<file path="config.mk">
export PLATFORM = sky130hd
export DESIGN_NAME = uart_rx_frame
export DESIGN_NICKNAME = d
export VERILOG_FILES = /design/src/rtl/uart_rx_frame.sv
export SDC_FILE = /design/constraint.sdc
export NUM_CORES = 1
export LEC_CHECK = 0
export ABC_AREA = 0
export CAP_MARGIN = 10
export CORE_MARGIN = 4
export CORE_UTILIZATION = 50
export DETAILED_ROUTE_END_ITERATION = 10
export PLACE_DENSITY = 0.69
export SYNTH_ARGS = -nofsm -noshare
export SYNTH_HDL_FRONTEND = slang
export SYNTH_SLANG_ARGS = --single-unit
export TNS_END_PERCENT = 10
</file>
<file path="constraint.sdc">
create_clock -name clk -period 5.4 [get_ports clk]
set_input_delay 1.08 -clock clk [delete_from_list [all_inputs] [get_ports clk]]
set_output_delay 1.08 -clock clk [all_outputs]
set_load 0.05 [all_outputs]
</file>
<file path="src/rtl/uart_rx_frame.sv">
// 8N1 UART receiver: 2-flop synchronizer, mid-bit sampling FSM, one-cycle ack /
// frame_err pulses. A stop bit of 0 parks the FSM in BREAK until the line recovers.
module uart_rx_frame #(
  parameter int CLKS_PER_BIT = 10417
) (
  input  logic       clk,
  input  logic       rst,
  input  logic       rx,
  output logic [7:0] data_out,
  output logic       ack,
  output logic       frame_err,
  output logic       busy
);

  typedef enum logic [2:0] {
    ST_IDLE,
    ST_START,
    ST_DATA,
    ST_STOP,
    ST_BREAK
  } state_t;

  // Counter values reached on the cycle before a sample point.
  localparam logic [15:0] BIT_LAST  = 16'(CLKS_PER_BIT - 1);
  localparam logic [15:0] HALF_LAST = 16'(CLKS_PER_BIT / 2 - 1);

  logic [1:0]  sync_q;
  logic        rx_s;
  state_t      state_q;
  logic [15:0] cnt_q;
  logic [2:0]  idx_q;
  logic [7:0]  shift_q;
  logic [7:0]  data_q;
  logic        ack_q;
  logic        ferr_q;

  // NOTE: synchronizer resets to 1 (line idle) so reset release never looks like a start bit.
  always_ff @(posedge clk or posedge rst) begin
    if (rst) sync_q <= 2'b11;
    else     sync_q <= {sync_q[0], rx};
  end

  assign rx_s = sync_q[1];

  // NOTE: every register below uses <= so all next-state values derive from the same pre-edge state.
  always_ff @(posedge clk or posedge rst) begin
    if (rst) begin
      state_q <= ST_IDLE;
      cnt_q   <= '0;
      idx_q   <= '0;
      shift_q <= '0;
      data_q  <= '0;
      ack_q   <= 1'b0;
      ferr_q  <= 1'b0;
    end else begin
      ack_q  <= 1'b0;
      ferr_q <= 1'b0;
      unique case (state_q)
        ST_IDLE: begin
          cnt_q <= '0;
          idx_q <= '0;
          if (!rx_s) state_q <= ST_START;
        end
        ST_START: begin
          if (cnt_q == HALF_LAST) begin
            cnt_q   <= '0;
            state_q <= rx_s ? ST_IDLE : ST_DATA;
          end else begin
            cnt_q <= cnt_q + 16'd1;
          end
        end
        ST_DATA: begin
          if (cnt_q == BIT_LAST) begin
            cnt_q          <= '0;
            shift_q[idx_q] <= rx_s;
            if (idx_q == 3'd7) begin
              idx_q   <= '0;
              state_q <= ST_STOP;
            end else begin
              idx_q <= idx_q + 3'd1;
            end
          end else begin
            cnt_q <= cnt_q + 16'd1;
          end
        end
        ST_STOP: begin
          if (cnt_q == BIT_LAST) begin
            cnt_q <= '0;
            if (rx_s) begin
              data_q  <= shift_q;
              ack_q   <= 1'b1;
              state_q <= ST_IDLE;
            end else begin
              ferr_q  <= 1'b1;
              state_q <= ST_BREAK;
            end
          end else begin
            cnt_q <= cnt_q + 16'd1;
          end
        end
        ST_BREAK: begin
          cnt_q <= '0;
          if (rx_s) state_q <= ST_IDLE;
        end
        default: state_q <= ST_IDLE;
      endcase
    end
  end

  assign data_out  = data_q;
  assign ack       = ack_q;
  assign frame_err = ferr_q;
  assign busy      = (state_q != ST_IDLE);

endmodule
</file>
==> results.sh <==
export IMPL_run_status="finished clean"
export IMPL_grt_first_pass_wirelength_um=7460
export IMPL_number_of_global_route_vias_before_repair=1501
export IMPL_r2r_end="cnt_q[13]"
export IMPL_clockRootBuffer="sky130_fd_sc_hd__clkbuf_8"
export IMPL_average_wire_per_cell_in_the_routed_design_um=15.6
export IMPL_skew_ps=8.64
export IMPL_die_y_um=75.2
export IMPL_clock_tree_from_tritoncts="yes"
export IMPL_synth_area_leader_cell="sky130_fd_sc_hd__dfrtp_1"
export IMPL_drive_gt1_share_pct=17.3
export IMPL_comb_power_share_pct=1.5
export IMPL_mappedNetlistArea_sq_um=2250
export IMPL_synth_async_reset_ratio_pct=100
export IMPL_cts_buffer_depth=2
export IMPL_power_density_nw_per_um2=215
export IMPL_setup_worst_path_start="state_q[0]"
export IMPL_netlist_top_cells_area="sky130_fd_sc_hd__dfrtp_1, sky130_fd_sc_hd__mux2_2, sky130_fd_sc_hd__nand3_1, sky130_fd_sc_hd__ha_1, sky130_fd_sc_hd__nand4_1"
export IMPL_report_final_hold_viol_count=0
export IMPL_number_of_cell_instances_on_the_worst_register_to_register_path=5
export IMPL_p_leak_nw=1.06
export IMPL_grt_overflow=0
export IMPL_regToRegStartpoint="cnt_q[1]"
export IMPL_cp_data_required_time_ps=4320
export IMPL_fraction_of_post_synthesis_cell_area_in_the_top_cell_type_by_area_pct=44.4
export IMPL_gr_usage_all_layers_pct=17.2
export IMPL_min_delay_startpoint="sync_q[0]"
export IMPL_worst_skew_pair_late_latency_ps=290
export IMPL_num_rows=24
export IMPL_power_switching_w=0.000126
export IMPL_r2r_slack_ps=3160
export IMPL_power_share_clock_pct=39.4
export IMPL_seq_area_frac_synth_pct=46.7
export IMPL_clk_pin_slew_worst_paths_ps=90
export IMPL_detail_route_antenna_nets=0
export IMPL_postSynthNetCount=222
export IMPL_crit_path_end="busy"
export IMPL_die_area_sq_um=5650
export IMPL_worst_hold_path_type="reg2reg"
export IMPL_timing_critical_path_from_type="register"
export IMPL_timing_final_crit_share_pct=58.3
export IMPL_syn_inst=214
export IMPL_fin_tns_setup_ps=0
export IMPL_postCtsHoldBufs=0
export IMPL_p_sw_share_pct=23.4
export IMPL_worst_ir_drop_vdd_mv=0.164
export IMPL_routabilityCongestion=0.832
export IMPL_synthesis_yosys_warnings=0
export IMPL_num_antenna_cells=0
export IMPL_cell_internal_pwr_w=0.000411
export IMPL_worst_pin_slew_ps=795
export IMPL_area_added_between_synthesis_and_finish_pct=10.5
export IMPL_relSlewSlack_pct=46.9
export IMPL_syn_mean_instance_area_sq_um=10.5
export IMPL_max_cap_violations=0
export IMPL_post_synth_most_frequent_cells="sky130_fd_sc_hd__dfrtp_1, sky130_fd_sc_hd__mux2_2, sky130_fd_sc_hd__nand2_1"
export IMPL_via_per_inst=5.89
export IMPL_timing_worst_setup_path_type="reg2out"
export IMPL_synth_most_common_cell="sky130_fd_sc_hd__dfrtp_1"
export IMPL_clock_sink_total=42
export IMPL_synth_enable_flop_cells=0
export IMPL_final_max_slew_viol_count=0
export IMPL_num_vias=1631
export IMPL_detailedRoute_firstPassIterationCount=4
export IMPL_hpwl_um=2900
export IMPL_power_frac_seq_pct=59.1
export IMPL_grt_setup_unrepaired="no"
export IMPL_io_buffer_count=13
export IMPL_antenna_violations_before_repair=0
export IMPL_drt_iter0_markers=135
export IMPL_final_setup_viol_count=0
export IMPL_ys_seq_elements=42
export IMPL_max_freq_ghz=0.318
export IMPL_critical_path_max_fanout=17
export IMPL_die_width_um=75.2
export IMPL_yosys_most_used_dff="sky130_fd_sc_hd__dfrtp_1"
export IMPL_hold_ws_ps=358
export IMPL_crit_arrival_ps=2070
export IMPL_h_tree_depth=2
export IMPL_endpoint_kind="output port"
export IMPL_cts_made_buffers=5
export IMPL_nets=232
export IMPL_wirelength_um=4320
export IMPL_cts_repair_resize_count=0
export IMPL_final_period_minus_worst_setup_slack_ps=3150
export IMPL_ios=14
export IMPL_drc=0
export IMPL_fp_coreArea_sq_um=4350
export IMPL_ys_types=49
export IMPL_cts_repair_timing_setup_buffer_count=0
export IMPL_initial_utilization_pct=51.8
export IMPL_grt_start_max_net_pins=43
[sequential cells by signal (all words and copies together) (netlist names)]
name and cells:
ack 1, cnt_q 16, data_out 8, frame_err 1, idx_q 3, shift_q 8, state_q 3, sync_q 2
[power groups by stage]
stage / Clock, W / Sequential [W] / Combinational [W]
after floorplan: 0 / 0.000322 / 0.00000557
after global placement: 0 / 0.000323 / 0.00000864
after detailed placement: 0 / 0.000323 / 0.00000868
after CTS: 0.000218 / 0.000317 / 0.00000877
after global routing: 0.000232 / 0.000317 / 0.00000974
final: 0.000212 / 0.000317 / 0.00000809
[layout make-up]
cell class / count / area [sq um]
sequential: 42 / 1050
inverter: 8 / 30.0
timing repair buffer: 14 / 138
multi-input combinational: 153 / 1110
fill: 359 / 1860
clock buffer: 5 / 68.8
tap: 52 / 65.1
clock inverter: 3 / 25.0
[worst min path at each step]
stage / end / slack (ps) / depth (start not counted)
finish: sync_q[1] / 360 / 0
global placement: sync_q[1] / 350 / 0
global route: sync_q[1] / 370 / 0
CTS: sync_q[1] / 360 / 0
detailed placement: sync_q[1] / 350 / 0
floorplan: sync_q[1] / 350 / 0
[kinds of logic (layout without fill, tap and decap cells)]
family | count (synthesis) | after routing | synth area share, %
AOI/OAI and AO/OA | 36 | 36 | 10.9
xor gates and xnor gates | 9 | 9 | 3.50
adders and majority gates | 5 | 5 | 2.77
buffers and inverters | 19 | 30 | 4.00
DFF | 42 | 42 | 46.7
muxes | 16 | 16 | 7.99
and+or+nand+nor | 87 | 87 | 24.1
[through the flow]
stage,total power (W),util (%),instance area (sq um),worst slack (ps),std cells
after floorplan,0.000328,-,2250,3290,214
after global placement,0.000332,55.1,2400,2610,269
after detailed placement,0.000332,55.1,2400,2580,269
after CTS,0.000543,57.2,2490,2250,277
after global routing,0.000559,57.2,2490,2130,277
final,0.000537,57.2,2490,2250,277
[critical path, cell delays in order, from the launching register on]
cell	delay (ps)
sky130_fd_sc_hd__dfrtp_1	660
sky130_fd_sc_hd__nor2_1	210
sky130_fd_sc_hd__nand2_1	110
sky130_fd_sc_hd__clkdlybuf4s50_1	800
[layout by cell type (no fill, tap or decap), drive strengths merged, types with 9 or more instances in the layout]
master         Yosys  layout
clkdlybuf4s50      0      13
o21ai              9       9
nor3              10      10
nand4             10      10
nand3             13      13
inv                8       9
dfrtp             40      40
nand2             14      14
a21oi             11      11
mux2              16      16
[layer usage]
layer	up-vias	wire length (um)	track usage, %	part of all wire [%]
met5	-	0	0	0
met4	0	29	3.50	0.67
met3	4	142	4.41	3.3
met2	33	1880	23.5	44
met1	789	2270	27.2	52
li1	805	-	-	-
Power figures use the tool's default switching activity.
